### config.mk
export PLATFORM = sky130hd
export DESIGN_NAME = risk_ctrl_flat
export DESIGN_NICKNAME = d
export VERILOG_FILES = /design/src/rtl/risk_ctrl_if.sv /design/src/rtl/risk_ctrl.sv /design/src/flat_wrapper.sv
export SDC_FILE = /design/constraint.sdc
export NUM_CORES = 1
export LEC_CHECK = 0
export ABC_AREA = 1
export ABC_CLOCK_PERIOD_IN_PS = 7400
export BUFFER_PORTS_ARGS = -buffer_cell sky130_fd_sc_hd__buf_2
export CAP_MARGIN = 20
export CORE_MARGIN = 2
export CORE_UTILIZATION = 45
export CTS_BUF_LIST = sky130_fd_sc_hd__clkbuf_16
export DETAILED_ROUTE_END_ITERATION = 16
export HOLD_SLACK_MARGIN = 0.05
export PLACE_DENSITY = 0.7
export SLEW_MARGIN = 30
export SYNTH_ARGS = -nofsm -noshare
export SYNTH_HDL_FRONTEND = slang
export SYNTH_SLANG_ARGS = --single-unit
### constraint.sdc
create_clock -name clk -period 7.4 [get_ports clk]
set_input_delay 0.74 -clock clk [delete_from_list [all_inputs] [get_ports clk]]
set_output_delay 0.74 -clock clk [all_outputs]
set_load 0.02 [all_outputs]
### src/rtl/risk_ctrl_if.sv
// Command and tile-bus interface of risk_ctrl.
// The producer side uses the master modport; the controller uses the slave modport.
interface risk_ctrl_if #(
    parameter int LOGCNT = 5
);
    localparam int AW = 10 + LOGCNT;
    localparam int SW = 9 + LOGCNT;

    // Command push side
    logic          cmd_valid;
    logic          cmd_ready;
    logic [2:0]    cmd_func;
    logic [4:0]    cmd_reg;
    logic [AW-1:0] cmd_addr;
    logic [SW-1:0] cmd_stride_x;
    logic [SW-1:0] cmd_stride_y;

    // Tile-unit side
    logic [2:0]    risk_func;
    logic [4:0]    risk_reg;
    logic [AW-1:0] risk_addr;
    logic [SW-1:0] risk_stride_x;
    logic [SW-1:0] risk_stride_y;

    // Status
    logic          busy;
    logic          done;
    logic          err;

    modport master (
        output cmd_valid, cmd_func, cmd_reg, cmd_addr, cmd_stride_x, cmd_stride_y,
        input  cmd_ready,
        input  risk_func, risk_reg, risk_addr, risk_stride_x, risk_stride_y,
        input  busy, done, err
    );

    modport slave (
        input  cmd_valid, cmd_func, cmd_reg, cmd_addr, cmd_stride_x, cmd_stride_y,
        output cmd_ready,
        output risk_func, risk_reg, risk_addr, risk_stride_x, risk_stride_y,
        output busy, done, err
    );
endinterface

### src/rtl/risk_ctrl.sv
// risk_ctrl: queues tile load/store/zero commands in a small FIFO and issues
// them to the tile unit. Loads and zeros issue back-to-back; a store is
// followed by one NOP cycle (tile-memory write enable) before the next issue.
// Invalid commands are dropped with an err pulse; each issued command gets a
// done pulse the cycle after it appears on the bus.
module risk_ctrl #(
    parameter int SZ     = 4,
    parameter int LOGCNT = 5,
    parameter int DEPTH  = 4
) (
    input  logic       clk,
    input  logic       reset,
    risk_ctrl_if.slave bus
);
    localparam int AW = 10 + LOGCNT;
    localparam int SW = 9 + LOGCNT;
    localparam int PW = $clog2(DEPTH);
    localparam logic [PW:0] DEPTH_C = (PW+1)'(DEPTH);

    localparam logic [2:0] FUNC_LOAD  = 3'b000;
    localparam logic [2:0] FUNC_STORE = 3'b001;
    localparam logic [2:0] FUNC_ZERO  = 3'b010;
    localparam logic [2:0] FUNC_NOP   = 3'b111;

    typedef struct packed {
        logic [2:0]    func;
        logic [4:0]    rg;
        logic [AW-1:0] addr;
        logic [SW-1:0] stride_x;
        logic [SW-1:0] stride_y;
    } cmd_t;

    typedef enum logic [1:0] {
        IDLE,
        ISSUE,
        STORE_HOLD
    } state_t;

    if (SZ < 1 || DEPTH < 2 || DEPTH > 16 || (DEPTH & (DEPTH - 1)) != 0) begin : g_bad_param
        $error("risk_ctrl: SZ must be >= 1 and DEPTH a power of two in 2..16");
    end

    function automatic logic cmd_is_valid(input cmd_t c);
        return ((c.func == FUNC_LOAD) || (c.func == FUNC_STORE) || (c.func == FUNC_ZERO))
               && (c.rg <= 5'd2);
    endfunction

    cmd_t          fifo_mem [DEPTH];
    logic [PW-1:0] wr_ptr;
    logic [PW-1:0] rd_ptr;
    logic [PW:0]   count;
    logic          push;
    logic          pop;
    logic          fifo_empty;
    cmd_t          in_cmd;
    cmd_t          head;
    logic          head_ok;

    state_t        state;
    state_t        state_nxt;
    cmd_t          cur;        // command popped and waiting to be driven onto the bus
    logic          load_cur;
    logic          issue;
    logic          err_nxt;

    assign in_cmd = '{func:     bus.cmd_func,
                      rg:       bus.cmd_reg,
                      addr:     bus.cmd_addr,
                      stride_x: bus.cmd_stride_x,
                      stride_y: bus.cmd_stride_y};

    assign bus.cmd_ready = (count < DEPTH_C);
    assign push          = bus.cmd_valid && bus.cmd_ready;
    assign fifo_empty    = (count == '0);
    assign head          = fifo_mem[rd_ptr];
    assign head_ok       = cmd_is_valid(head);
    assign bus.busy      = !fifo_empty || (state != IDLE);

    // FIFO storage: the tail entry is written on every accepted command.
    // NOTE: sequential logic uses <= so every register samples pre-edge values.
    // NOTE: the storage array has no reset; pointers and count decide which entries are live.
    always_ff @(posedge clk) begin
        if (push) begin
            fifo_mem[wr_ptr] <= in_cmd;
        end
    end

    // FIFO pointers, occupancy, FSM state and the staged command.
    always_ff @(posedge clk or posedge reset) begin
        if (reset) begin
            wr_ptr <= '0;
            rd_ptr <= '0;
            count  <= '0;
            state  <= IDLE;
            cur    <= '0;
        end else begin
            if (push) wr_ptr <= wr_ptr + 1'b1;
            if (pop)  rd_ptr <= rd_ptr + 1'b1;
            case ({push, pop})
                2'b10:   count <= count + 1'b1;
                2'b01:   count <= count - 1'b1;
                default: count <= count;
            endcase
            state <= state_nxt;
            if (load_cur) cur <= head;
        end
    end

    // Next-state and pop/issue decisions. A command only reaches the FIFO
    // head one cycle after its push, so there is no bypass path.
    // NOTE: every output of this block gets a default first so no latch is inferred.
    always_comb begin
        state_nxt = state;
        pop       = 1'b0;
        load_cur  = 1'b0;
        issue     = 1'b0;
        err_nxt   = 1'b0;
        unique case (state)
            IDLE: begin
                if (!fifo_empty) begin
                    pop = 1'b1;
                    if (head_ok) begin
                        load_cur  = 1'b1;
                        state_nxt = ISSUE;
                    end else begin
                        err_nxt = 1'b1;
                    end
                end
            end
            ISSUE: begin
                issue = 1'b1;
                if (cur.func == FUNC_STORE) begin
                    state_nxt = STORE_HOLD;
                end else if (!fifo_empty && head_ok) begin
                    pop      = 1'b1;
                    load_cur = 1'b1;
                end else begin
                    // Empty, or an invalid head that IDLE will drop.
                    state_nxt = IDLE;
                end
            end
            STORE_HOLD: begin
                // Bus shows NOP this edge; the next valid command may be staged.
                if (!fifo_empty && head_ok) begin
                    pop       = 1'b1;
                    load_cur  = 1'b1;
                    state_nxt = ISSUE;
                end else begin
                    state_nxt = IDLE;
                end
            end
            default: state_nxt = IDLE;
        endcase
    end

    // Registered tile-bus outputs and status pulses. done follows any
    // cycle in which a real command was on the bus.
    always_ff @(posedge clk or posedge reset) begin
        if (reset) begin
            bus.risk_func     <= FUNC_NOP;
            bus.risk_reg      <= '0;
            bus.risk_addr     <= '0;
            bus.risk_stride_x <= '0;
            bus.risk_stride_y <= '0;
            bus.done          <= 1'b0;
            bus.err           <= 1'b0;
        end else begin
            if (issue) begin
                bus.risk_func     <= cur.func;
                bus.risk_reg      <= cur.rg;
                bus.risk_addr     <= cur.addr;
                bus.risk_stride_x <= cur.stride_x;
                bus.risk_stride_y <= cur.stride_y;
            end else begin
                bus.risk_func <= FUNC_NOP;
            end
            bus.done <= (bus.risk_func != FUNC_NOP);
            bus.err  <= err_nxt;
        end
    end
endmodule

### src/flat_wrapper.sv
// flat-port wrapper written by rule: the top's interface ports become plain ports
module risk_ctrl_flat 
#(
    parameter int SZ     = 4,
    parameter int LOGCNT = 5,
    parameter int DEPTH  = 4
)
  (clk, reset, bus_cmd_valid, bus_cmd_func, bus_cmd_reg, bus_cmd_addr, bus_cmd_stride_x, bus_cmd_stride_y, bus_cmd_ready, bus_risk_func, bus_risk_reg, bus_risk_addr, bus_risk_stride_x, bus_risk_stride_y, bus_busy, bus_done, bus_err);
  risk_ctrl_if #(.LOGCNT(LOGCNT)) bus_i ();
  input  logic clk;
  input  logic reset;
  input wire logic [$bits(bus_i.cmd_valid)-1:0] bus_cmd_valid;
  input wire logic [$bits(bus_i.cmd_func)-1:0] bus_cmd_func;
  input wire logic [$bits(bus_i.cmd_reg)-1:0] bus_cmd_reg;
  input wire logic [$bits(bus_i.cmd_addr)-1:0] bus_cmd_addr;
  input wire logic [$bits(bus_i.cmd_stride_x)-1:0] bus_cmd_stride_x;
  input wire logic [$bits(bus_i.cmd_stride_y)-1:0] bus_cmd_stride_y;
  output wire logic [$bits(bus_i.cmd_ready)-1:0] bus_cmd_ready;
  output wire logic [$bits(bus_i.risk_func)-1:0] bus_risk_func;
  output wire logic [$bits(bus_i.risk_reg)-1:0] bus_risk_reg;
  output wire logic [$bits(bus_i.risk_addr)-1:0] bus_risk_addr;
  output wire logic [$bits(bus_i.risk_stride_x)-1:0] bus_risk_stride_x;
  output wire logic [$bits(bus_i.risk_stride_y)-1:0] bus_risk_stride_y;
  output wire logic [$bits(bus_i.busy)-1:0] bus_busy;
  output wire logic [$bits(bus_i.done)-1:0] bus_done;
  output wire logic [$bits(bus_i.err)-1:0] bus_err;
  assign bus_i.cmd_valid = bus_cmd_valid;
  assign bus_i.cmd_func = bus_cmd_func;
  assign bus_i.cmd_reg = bus_cmd_reg;
  assign bus_i.cmd_addr = bus_cmd_addr;
  assign bus_i.cmd_stride_x = bus_cmd_stride_x;
  assign bus_i.cmd_stride_y = bus_cmd_stride_y;
  assign bus_cmd_ready = bus_i.cmd_ready;
  assign bus_risk_func = bus_i.risk_func;
  assign bus_risk_reg = bus_i.risk_reg;
  assign bus_risk_addr = bus_i.risk_addr;
  assign bus_risk_stride_x = bus_i.risk_stride_x;
  assign bus_risk_stride_y = bus_i.risk_stride_y;
  assign bus_busy = bus_i.busy;
  assign bus_done = bus_i.done;
  assign bus_err = bus_i.err;
  risk_ctrl #(.SZ(SZ), .LOGCNT(LOGCNT), .DEPTH(DEPTH)) u_core (.clk(clk), .reset(reset), .bus(bus_i));
endmodule
==> Word level (Yosys, flattened, before mapping) <==
Memory sizes are Yosys's and may differ from the RTL's.
Index checks and enable logic that the tools add are counted.
{ "op_classes": {"n_reduce_logical": 13, "n_addsub": 4, "n_lt_le_gt_ge": 2, "mux": 21, "eq_ne": 11} }
{ "ops": {"columns": ["operator", "n"], "rows": [
  ["two-way mux 1 bit", 12],
  ["two-way mux 2 bit", 4],
  ["equality test 3 x 1 -> 1 bit (second input constant)", 2],
  ["logical NOT 3 bit", 2],
  ["one-hot mux 1 bit (3 select lines)", 2],
  ["one-hot mux 2 bit (3 select lines)", 1],
  ["one-hot mux 3 bit (2 select lines)", 1],
  ["less-or-equal comparator 5 x 2 -> 1 bit (second input constant)", 1],
  ["adder 2 x 1 -> 2 bit (second input constant)", 2],
  ["equality test 2 x 1 -> 1 bit (second input constant)", 2],
  ["equality test 2 bit (second input constant)", 2],
  ["nonzero test 2 bit", 2],
  ["adder 3 x 1 -> 3 bit (second input constant)", 1],
  ["equality test 3 x 2 -> 1 bit (second input constant)", 1],
  ["logical AND 1 bit", 3],
  ["logical OR 1 bit", 3],
  ["< comparator 3 bit (second input constant)", 1],
  ["two-way mux 3 bit", 1],
  ["inequality test 3 x 2 -> 1 bit (second input constant)", 1],
  ["inequality test 3 bit (second input constant)", 1],
  ["AND reduction 3 bit", 1],
  ["subtractor 3 x 1 -> 3 bit (second input constant)", 1],
  ["logical NOT 2 bit", 1],
  ["inequality test 2 x 1 -> 1 bit (second input constant)", 1],
  ["2 further kinds", 2]
]} }
{ "totals": {"regBits": 113, "out_inout_bits": 55, "memories": 1, "input_bits": 54, "mem_bits_rw": 204, "wordCells": 68} }
{ "memory_table": {"columns": ["name", "depth", "width", "rd", "rd_clocked_by_memory_dff", "write_ports", "line", "text"], "rows": [
  ["u_core.fifo_mem", 4, 51, 1, 0, 1, "risk_ctrl.sv:48", "cmd_t fifo_mem [DEPTH];"]
]} }

==> Longest topological paths before layout <==
Gate-level depths: netlist of the first run.
An unclocked memory read counts as a cell.
{ "depth": {"ltp_word": 11, "mapped_depth": 15} }

==> Worst setup path after synthesis of the first run <==
Ideal clock, no wire load.
{ "synth_path": {"kind": "input-to-reg", "startpoint": "input port bus_cmd_valid", "endpoint": "memory u_core.fifo_mem[0][0] in the netlist's numbering, enable pin", "required_time_ns": 6.940, "arrival_ns": 3.067, "stages": 2, "path_slack_ns": 3.873, "n_path_buf": 0, "path_cell_list": "nand2_1 -> nor2_1"} }
{ "synth_via": {"elab_chain_len": 3} }
{ "synth_rtl": {"columns": ["item", "line", "text"], "rows": [
  ["start: declaration", "flat_wrapper.sv:12", "input wire logic [$bits(bus_i.cmd_valid)-1:0] bus_cmd_valid;"],
  ["logical AND 1 bit", "risk_ctrl.sv:73", "assign push = bus.cmd_valid && bus.cmd_ready;"],
  ["two-way mux 1 bit", "risk_ctrl.sv:83", "if (push) begin"],
  ["two-way mux 1 bit (implied by the code)", "risk_ctrl.sv:84", "fifo_mem[wr_ptr] <= in_cmd;"],
  ["end: declaration", "risk_ctrl.sv:48", null]
]} }
No other way between the ends.

==> Final worst setup path of the first run <==
{ "layout_path": {"startpoint": "register u_core.rd_ptr[1]", "endpoint": "register u_core.count[2]"} }
{ "layout_via": {"elab_chain_len": 11, "elab_cells_between_ends": 16, "classes_between": "order compare (1); eq/ne (4); mux (4); reduce/logical (6); memory (1)"} }
{ "layout_rtl": {"columns": ["item", "line", "text"], "rows": [
  ["start: declaration", "risk_ctrl.sv:50", "logic [PW-1:0] rd_ptr;"],
  ["start signal: assignment", "risk_ctrl.sv:98", "if (pop) rd_ptr <= rd_ptr + 1'b1;"],
  ["memory read (4 x 51 bit) *", null, null],
  ["branches (longest 3 deep; another with less-or-equal comparator 5 x 2 -> 1 bit)", null, null],
  ["logical AND 1 bit *", "risk_ctrl.sv:45", "&& (c.rg <= 5'd2);"],
  ["logical AND 1 bit *", "risk_ctrl.sv:134, risk_ctrl.sv:144", null],
  ["two-way mux 1 bit *", "risk_ctrl.sv:134, risk_ctrl.sv:144", null],
  ["two-way mux 1 bit", "risk_ctrl.sv:132", "if (cur.func == FUNC_STORE) begin"],
  ["one-hot mux 1 bit (3 select lines) *", "risk_ctrl.sv:118", "unique case (state)"],
  ["named net u_core.pop", "risk_ctrl.sv:53", "logic pop;"],
  ["equality test 2 x 1 -> 1 bit / equality test 2 bit (equally long branches)", "risk_ctrl.sv:99", "case ({push, pop})"],
  ["one-hot mux 3 bit (2 select lines) / nonzero test 2 bit (equally long branches)", null, null],
  ["end signal: assignment", "risk_ctrl.sv:100", "2'b10: count <= count + 1'b1;"],
  ["end signal: assignment", "risk_ctrl.sv:101", "2'b01: count <= count - 1'b1;"],
  ["end signal: assignment", "risk_ctrl.sv:102", "default: count <= count;"],
  ["end: declaration", "risk_ctrl.sv:51", "logic [PW:0] count;"]
]} }
Mark *: on every way through the listed nets, which the timed path passes.
A chain may end at the register's enable or synchronous reset.

==> summary.txt, run 1 <==
STA
  • Tmin final: 3.45 ns
  • Final Skew: 0.00712 ns
  • Worst-margin pin slew: 0.901 ns
  • Max-slew violation count: 0
  • Worst hold slack: 0.236 ns
  • Hold Vio Cnt, Final: 0
  • Worst slew margin relative to its limit: approximately 40%
  • Setup TNS: 0 ns
  • Max Clk Rate: slightly below 300 MHz
  • Setup-failing EPs final: 0
  • Period utilisation layout: 46.6%
  • Setup ws final: 3.95 ns
  • RSZ-0062 raised after global routing: false

Critical path
  • Worst Path Required: 7.83 ns
  • Flop-to-flop setup slack: 3.95 ns
  • Register-to-Register Path Depth: 13
  • Worst path arrival time: 3.88 ns
  • R2R Path End: u_core.count[2]$_DFFE_PP0P_
  • CP Max Fanout: 54
  • Worst Setup Start Kind: flop
  • CP Capture Type: flop
  • Setup CP Type: flop to flop
  • Reg-to-Reg Start: u_core.rd_ptr[1]$_DFFE_PP0P_

Power and ir drop
  • Pleak: 5.85 nW
  • Switching share of power: between 30% and 40%
  • P_int: 0.00364 W
  • Tot Pwr: ~0.0054 W
  • PD cells: 391 nW/um2
  • Logic pwr share: about 25%
  • P_sw: 0.00177 W
  • Max IR drop VDD: 0.272 mV
  • Clock power frac: 29.7%
  • Seq pwr share: around 45%

GRT
  • Vias in the first global route: slightly above 7000
  • First-pass GRT wire length: 39200 um
  • Total gr overflow: 0
  • Initial antenna violation count: 4
  • Largest net degree at the start of global routing: 105
  • GRT Overall Usage: 17.6%

Outcome
  • Outcome: complete, no violations

Detailed routing
  • Via count: 7371
  • DRT Pass-1 Iters: 5
  • Vias per std cell: 5.05
  • Drt wl/cell: 16.8 um
  • Initial DRC Count: between 700 and 800
  • Residual DRC: 0
  • DRT Wirelength: 24600 um
  • Antenna Nets Post-Route: 0

Yosys
  • Ys async rst share: 35.6%
  • Yosys top cell by area: edfxtp_1
  • Syn_nets: 1061
  • Synth warn: 0
  • Most used DFF post-synth: edfxtp_1
  • Post-synthesis mux area share: 0%
  • Synth Cell Area: around 12000 um2
  • Top post-synthesis cells by area: edfxtp_1 (51%), dfrtp_1 (23%), nand2_1 (11%)
  • Flop and latch count out of synthesis: 317
  • Main combinational cell family by area after synthesis: simple AND/OR/NAND/NOR gates
  • Synth unique cells: 25
  • Simple-gate share of the synthesized area: 14.8%
  • Top cell type's share of synthesized area: 51.2%
  • Post-synthesis sequential area ratio: 74.8%
  • Compound-Gate Fraction of Synth Area: 6.31%
  • Mean Syn Cell Area: 12.0 um2
  • Xor-xnor portion of the synthesized cell area: less than 1%
  • Synth Area in Adders: 0.690%
  • Post-synthesis instance total: 1001
  • Post-synth EDFFs: about 200

CTS
  • Clock latency on the worst-skew pair: about 0.55 ns
  • Post-CTS Setup Inserts: 0
  • CTS tree: built
  • Htree depth: 1
  • Clock slew at reported path FFs: approximately 0.06 ns
  • Clk root buf: clkbuf_16
  • Clock sink count: about 320
  • Post_cts resized: 0
  • CTS buffer count: 31
  • Hold buffers post-CTS: 0
  • Clk buf depth: 3

Finish
  • Top reg by flops: u_core.fifo_mem
  • Finished Layout Cells: between 1000 and 1500
  • Layout area overhead: 15.6%
  • Layout fillers: 2191
  • Register area: 8960 um2
  • Area of the multi-input gates: 2690 um2
  • Max reg flops: about 200
  • Commonest non-fill, non-tap cells in the layout: nand2_1 (338), edfxtp_1 (204), buf_2 (108), dfrtp_1 (108), nor2_1 (91)
  • Most common cell after layout, fill and taps aside: nand2_1
  • Proportion of layout cells with a drive suffix above 1: 16.6%
  • Nets: 1158
  • Biggest regs: u_core.fifo_mem: 204 flops, u_core.cur: 51 flops, u_core.bus.risk_addr: 15 flops

Flow run
  • # Max-Cap Violations: 0

Placement
  • Port buffer count: between 100 and 150
  • Placement Setup Slack: 3.93 ns
  • RePlAce Congestion: roughly 0.76
  • DP HPWL: between 10000 and 15000 um
  • Placed cell count: 1400

Floorplanning
  • Die extent in x: 167 um
  • Die footprint: approximately 28000 um2
  • # rows: 59
  • Core area: 26100 um2
  • Initial core utilization: 45.9%
  • Top-Level Pins: 109
  • Chip height: roughly 170 um

Worst hold path
  • Worst Hold Class: primary input to async pin
-- worst max-delay path: stages (launching register included) --
cell	delay [ns]
dfrtp_4	0.72
inv_2	0.76
nand3_1	0.15
nand2_1	0.10
nand2_1	0.06
nor2_2	0.22
nand4_1	0.17
nand2_1	0.14
ha_1	0.15
inv_1	0.06
fa_1	0.37
a21oi_1	0.14
o21ai_0	0.11
xor2_1	0.15
-- power groups by stage --
stage | registers, W | logic (W) | clock network, W
floorplan | 0.00249 | 0.000964 | 0
global placement | 0.00247 | 0.00134 | 0
detailed placement | 0.00248 | 0.00137 | 0
CTS | 0.00245 | 0.00138 | 0.00164
global route | 0.00249 | 0.00154 | 0.00171
finish | 0.00245 | 0.00136 | 0.00161
-- cell usage after synthesis (2+ instances only) --
cell	instances
nor2_1	96
o22ai_1	43
o21ai_2	3
nor2_2	2
buf_6	10
nand3_1	20
a21oi_1	3
inv_1	20
nand2_1	338
ha_1	5
edfxtp_1	204
buf_2	5
dfrtp_1	110
clkbuf_1	37
o21ai_0	89
xor2_1	3
inv_2	3
dfstp_2	3
-- layout make-up --
type | instances | share of cell area [%]
repair buffers | 117 | 4.42
clock buffers | 31 | 5.60
clock inverters | 26 | 2.02
inverters | 23 | 0.678
flip-flops and latches | 317 | 64.8
well taps | 335 | 3.03
multi-input cells | 608 | 19.4
diodes | 3 | 0.0542
-- cells by family after synthesis --
kind of cell	after synthesis
simple gates	460
fa+ha+maj	6
buf+inv	76
compound gates	138
xor+xnor	4
flops	317
-- metal layers --
metal  share of wire (%)  track usage (%)  vias up
li1                    -                -     3587
met4                 2.2             6.00        2
met1                  44             23.2     3520
met2                  48             29.8      220
met3                 6.3             3.03       42
met5               0.028                0        -
-- how the worst max path moves through the flow --
stage          slack [ns]                         start                          end  cells past startpoint
2_1_floorplan        3.68                         reset    u_core.bus.done$_DFF_PP0_                      1
3_3_place_gp         3.77  u_core.rd_ptr[1]$_DFFE_PP0P_  u_core.count[2]$_DFFE_PP0P_                     13
3_5_place_dp         3.93  u_core.rd_ptr[1]$_DFFE_PP0P_  u_core.count[2]$_DFFE_PP0P_                     13
4_1_cts              3.91  u_core.rd_ptr[1]$_DFFE_PP0P_  u_core.count[2]$_DFFE_PP0P_                     13
5_1_grt              3.57  u_core.rd_ptr[1]$_DFFE_PP0P_  u_core.count[2]$_DFFE_PP0P_                     13
6_report             3.95  u_core.rd_ptr[1]$_DFFE_PP0P_  u_core.count[2]$_DFFE_PP0P_                     13
-- through the flow --
step	instance area (um2)	util (%)
after detailed placement	12800	49.0
after global routing	13800	53.1
after floorplan	12000	-
final	13800	53.1
after global placement	12800	49.0
after CTS	13800	53.1
Power figures use the tool's default switching activity.
==> run 2: changes to the inputs <==
--- a/config.mk
+++ b/config.mk
@@ -5,8 +5,8 @@
 export SDC_FILE = /design/constraint.sdc
 export NUM_CORES = 1
 export LEC_CHECK = 0
-export ABC_AREA = 1
-export ABC_CLOCK_PERIOD_IN_PS = 7400
+export ABC_AREA = 0
+export ABC_CLOCK_PERIOD_IN_PS = 2900
 export BUFFER_PORTS_ARGS = -buffer_cell sky130_fd_sc_hd__buf_2
 export CAP_MARGIN = 20
 export CORE_MARGIN = 2
@@ -14,7 +14,7 @@
 export CTS_BUF_LIST = sky130_fd_sc_hd__clkbuf_16
 export DETAILED_ROUTE_END_ITERATION = 16
 export HOLD_SLACK_MARGIN = 0.05
-export PLACE_DENSITY = 0.7
+export PLACE_DENSITY = 0.73
 export SLEW_MARGIN = 30
 export SYNTH_ARGS = -nofsm -noshare
 export SYNTH_HDL_FRONTEND = slang
==> constraint.sdc (replaced) <==
create_clock -name clk -period 2.9 [get_ports clk]
set_input_delay 0.29 -clock clk [delete_from_list [all_inputs] [get_ports clk]]
set_output_delay 0.29 -clock clk [all_outputs]
set_load 0.02 [all_outputs]
==> run 2 against run 1 <==
Effect of this change:
- critical endpoint unchanged
- combinational power rose to 2.6 times the previous value
- sequential power rose to 2.6 times the previous value
- worst setup slack got worse by 3.8 ns
==> summary.txt, run 2 <==
GRT
  • Largest net degree at the start of global routing: 60 (was 105)
  • GRT Overall Usage: 16.6% (was 17.6%)
  • First-pass GRT wire length: 34600 um (was 39200 um)
  • Total gr overflow: 0 (unchanged)
  • Vias in the first global route: 6371 (was 7276)
  • Initial antenna violation count: 0 (was 4)

STA
  • Period utilisation layout: 96.3% (was 46.6%)
  • Hold Vio Cnt, Final: 0 (unchanged)
  • Tmin final: 2.79 ns (was 3.45 ns)
  • Worst slew margin relative to its limit: 58.2% (was 39.8%)
  • Worst-margin pin slew: 0.624 ns (was 0.901 ns)
  • Setup-failing EPs final: 0 (unchanged)
  • Max-slew violation count: 0 (unchanged)
  • Final Skew: 0.0111 ns (was 0.00712 ns)
  • Max Clk Rate: 358 MHz (was 290 MHz)
  • Worst hold slack: 0.322 ns (was 0.236 ns)

Floorplanning
  • Top-Level Pins: 109 (unchanged)
  • # rows: 59 (unchanged)
  • Initial core utilization: 45.4% (was 45.9%)
  • Core area: 25800 um2 (was 26100 um2)
  • Die extent in x: 165 um (was 167 um)
  • Die footprint: 27400 um2 (was 27900 um2)
  • Chip height: 165 um (was 167 um)

Finish
  • Nets: 811 (was 1158)
  • Layout fillers: 1983 (was 2191)
  • Finished Layout Cells: 1112 (was 1460)
  • Ant diodes: 0 (was 3)
  • Register area: 8960 um2 (about the same)
  • Fin util: 56.1% (was 53.1%)
  • Proportion of layout cells with a drive suffix above 1: 44.3% (was 16.6%)
  • Top reg by flops: u_core.fifo_mem (unchanged)
  • Most common cell after layout, fill and taps aside: edfxtp_1 (was nand2_1)
  • Layout area overhead: 23.5% (was 15.6%)
  • Area of the multi-input gates: 2630 um2 (was 2690 um2)
  • Fin area: 14500 um2 (was 13800 um2)
  • Biggest regs: u_core.fifo_mem: 204 flops, u_core.cur: 51 flops, u_core.bus.risk_addr: 15 flops (unchanged)
  • Commonest non-fill, non-tap cells in the layout: edfxtp_1 (204), buf_2 (108), dfrtp_1 (108), mux2_2 (95), dlygate4sd3_1 (52) (was nand2_1 (338), edfxtp_1 (204), buf_2 (108), dfrtp_1 (108), nor2_1 (91))
  • Max reg flops: 204 (unchanged)

Placement
  • DP HPWL: 13300 um (was 13400 um)
  • Port buffer count: 108 (unchanged)
  • Placed cell count: 995 (was 1400)
  • RePlAce Congestion: 0.718 (was 0.761)
  • Placed Instance Area: 12800 um2 (about the same)

Yosys
  • Top post-synthesis cells by count: edfxtp_1 (204), dfrtp_1 (110), mux2_2 (95), mux4_2 (49) (was nand2_1 (338), edfxtp_1 (204), dfrtp_1 (110), nor2_1 (96), o21ai_0 (89))
  • Mean Syn Cell Area: 21.2 um2 (was 12.0 um2)
  • Post-synthesis instance total: 554 (was 1001)
  • Yosys top cell by area: edfxtp_1 (unchanged)
  • Top cell type's share of synthesized area: 52.2% (was 51.2%)
  • Synth unique cells: 35 (was 25)
  • Top post-synthesis cells by area: edfxtp_1 (52%), dfrtp_1 (23%), mux4_2 (9.4%) (was edfxtp_1 (51%), dfrtp_1 (23%), nand2_1 (11%))
  • Post-synthesis sequential area ratio: 76.4% (was 74.8%)
  • Ys async rst share: 35.6% (unchanged)
  • Flop and latch count out of synthesis: 317 (unchanged)
  • Count leader, synth: edfxtp_1 (was nand2_1)
  • Most used DFF post-synth: edfxtp_1 (unchanged)
  • Synth warn: 0 (unchanged)
  • Syn_nets: 614 (was 1061)
  • Post-synth EDFFs: 204 (unchanged)
  • Synth Cell Area: 11700 um2 (was 12000 um2)

Critical path
  • Critical Path Max Stage Delay: 0.54 ns (was 0.76 ns)
  • Reg-to-Reg Start: u_core.rd_ptr[0]$_DFFE_PP0P_ (was u_core.rd_ptr[1]$_DFFE_PP0P_)
  • Slowest cell on the critical path: mux4_2 (was inv_2)
  • Worst path arrival time: 3.20 ns (was 3.88 ns)
  • Crit-path cells: mux4_2, nand2_2, a41oi_1, or2_4, a21oi_2, ha_2, inv_1, fa_2, xor2_1, nor2_1, xnor2_1 (was inv_2, nand3_1, nand2_1, nand2_1, nor2_2, nand4_1, nand2_1, ha_1, inv_1, fa_1, a21oi_1, o21ai_0, xor2_1)
  • CP Capture Type: flop (unchanged)
  • Worst setup path start: u_core.rd_ptr[0]$_DFFE_PP0P_ (was u_core.rd_ptr[1]$_DFFE_PP0P_)
  • Worst Path Required: 3.31 ns (was 7.83 ns)
  • WP buf/inv: 1 (was 2)
  • CP Max Fanout: 7 (was 54)
  • Worst Setup Start Kind: flop (unchanged)
  • Setup CP Type: flop to flop (unchanged)
  • Top Family by Delay on Critical Path: multiplexers (was simple AND/OR/NAND/NOR gates)

Detailed routing
  • Via count: 5785 (was 7371)
  • Antenna Nets Post-Route: 0 (unchanged)
  • Drt wl/cell: 19.9 um (was 16.8 um)
  • Residual DRC: 0 (unchanged)
  • Initial DRC Count: 348 (was 710)
  • DRT Wirelength: 22200 um (was 24600 um)
  • DRT Pass-1 Iters: 4 (was 5)
  • Vias per std cell: 5.20 (was 5.05)

Flow run
  • # Max-Cap Violations: 0 (unchanged)

CTS
  • Clock latency on the worst-skew pair: 0.50 ns (was 0.55 ns)
  • Clk root buf: clkbuf_16 (unchanged)
  • Htree depth: 2 (was 1)
  • Clock slew at reported path FFs: 0.06 ns (about the same)
  • Clk buf depth: 3 (unchanged)
  • Clock sink count: 317 (unchanged)
  • CTS tree: built (unchanged)
  • CTS buffer count: 34 (was 31)

Power and ir drop
  • Max IR drop VDD: 0.552 mV (was 0.272 mV)
  • PD cells: 982 nW/um2 (was 391 nW/um2)
  • Pleak: 5.66 nW (was 5.85 nW)

Worst hold path
  • Worst Hold Class: primary input to flop (was primary input to async pin)
  • Worst Hold Launch: bus_cmd_valid

Outcome
  • Outcome: complete, no violations (unchanged)
==> run 2: cells by family after synthesis <==
| kind of cell | synth area share [%] |
|---|---|
| flip-flops | 76.4 |
| AO/OA/AOI/OAI | 0.981 |
| AND/OR/NAND/NOR | 1.61 |
| adder cells (fa/ha/maj) | 0.704 |
| multiplexers | 18.6 |
| XOR/XNOR | 0.299 |
| buffers and inverters | 1.42 |
==> run 2: power by group <==
| part | leakage [nW] | internal [W] | total (W) | switching [W] |
|---|---|---|---|---|
| sequential | 3.28 | 0.00590 | 0.00638 | 0.000481 |
| combinational | 1.78 | 0.00178 | 0.00357 | 0.00179 |
| clock | 0.600 | 0.00264 | 0.00427 | 0.00163 |
| total | 5.66 | 0.0103 | 0.0142 | 0.00391 |
==> run 2: worst reg2reg max path, stage by stage, from the launching register on <==
cell and delay (ns):
dfrtp_4 0.48, mux4_2 0.54, nand2_2 0.11, a41oi_1 0.15
or2_4 0.27, a21oi_2 0.16, ha_2 0.20, inv_1 0.05
fa_2 0.33, xor2_1 0.14, nor2_1 0.12, xnor2_1 0.13
==> run 2: path summary, 6_finish.rpt <==
kind | endpoint | slack [ns] | cells after the start
worst min register to register | u_core.bus.done$_DFF_PP0_ | 0.47 | 1
min in group asynchronous | u_core.cur[33]$_DFFE_PP0P_ | 0.35 | 3
worst max-delay path | u_core.count[2]$_DFFE_PP0P_ | 0.11 | 11
worst min-delay path | u_core.wr_ptr[0]$_DFFE_PP0P_ | 0.32 | 3
worst max register to register | u_core.count[2]$_DFFE_PP0P_ | 0.11 | 11
max in group asynchronous | u_core.bus.risk_stride_y[4]$_DFFE_PP0P_ | 1.63 | 5
==> run 2: layer usage <==
metal,GRT usage (%),part of all wire [%],vias to the layer above
li1,-,-,2563
met1,20.4,40,3065
met2,30.0,54,116
met3,2.82,3.9,41
met4,5.02,2.0,0
met5,0,0,-
==> run 2: repair_timing <==
| action | 4_1_cts | 5_1_grt |
|---|---|---|
| endpoints found under the hold margin | 223 | 0 |
| pin swaps | 0 | 5 |
| resized for setup | 0 | 6 |
| hold buffers | 52 | 0 |
| setup buffers | 2 | 1 |
| endpoints found under the setup margin | 1 | 1 |
==> run 2: layout make-up <==
cell class	count	share of cell area [%]
Inverter	10	0.285
Tap cell	335	2.89
Multi-Input combinational cell	204	18.1
Clock inverter	25	1.41
Sequential cell	317	61.9
Clock buffer	37	6.39
Timing Repair Buffer	184	9.00
==> run 2: stage by stage <==
step / power [W] / setup WS (ns) / setup TNS, ns
4_1_cts: 0.0144 / 0.0139 / 0
5_1_grt: 0.0149 / -0.0378 / -0.0378
2_1_floorplan: 0.00885 / 0.129 / 0
3_5_place_dp: 0.00995 / 0.00319 / 0
3_3_place_gp: 0.00975 / 0.0546 / 0
6_report: 0.0142 / 0.107 / 0
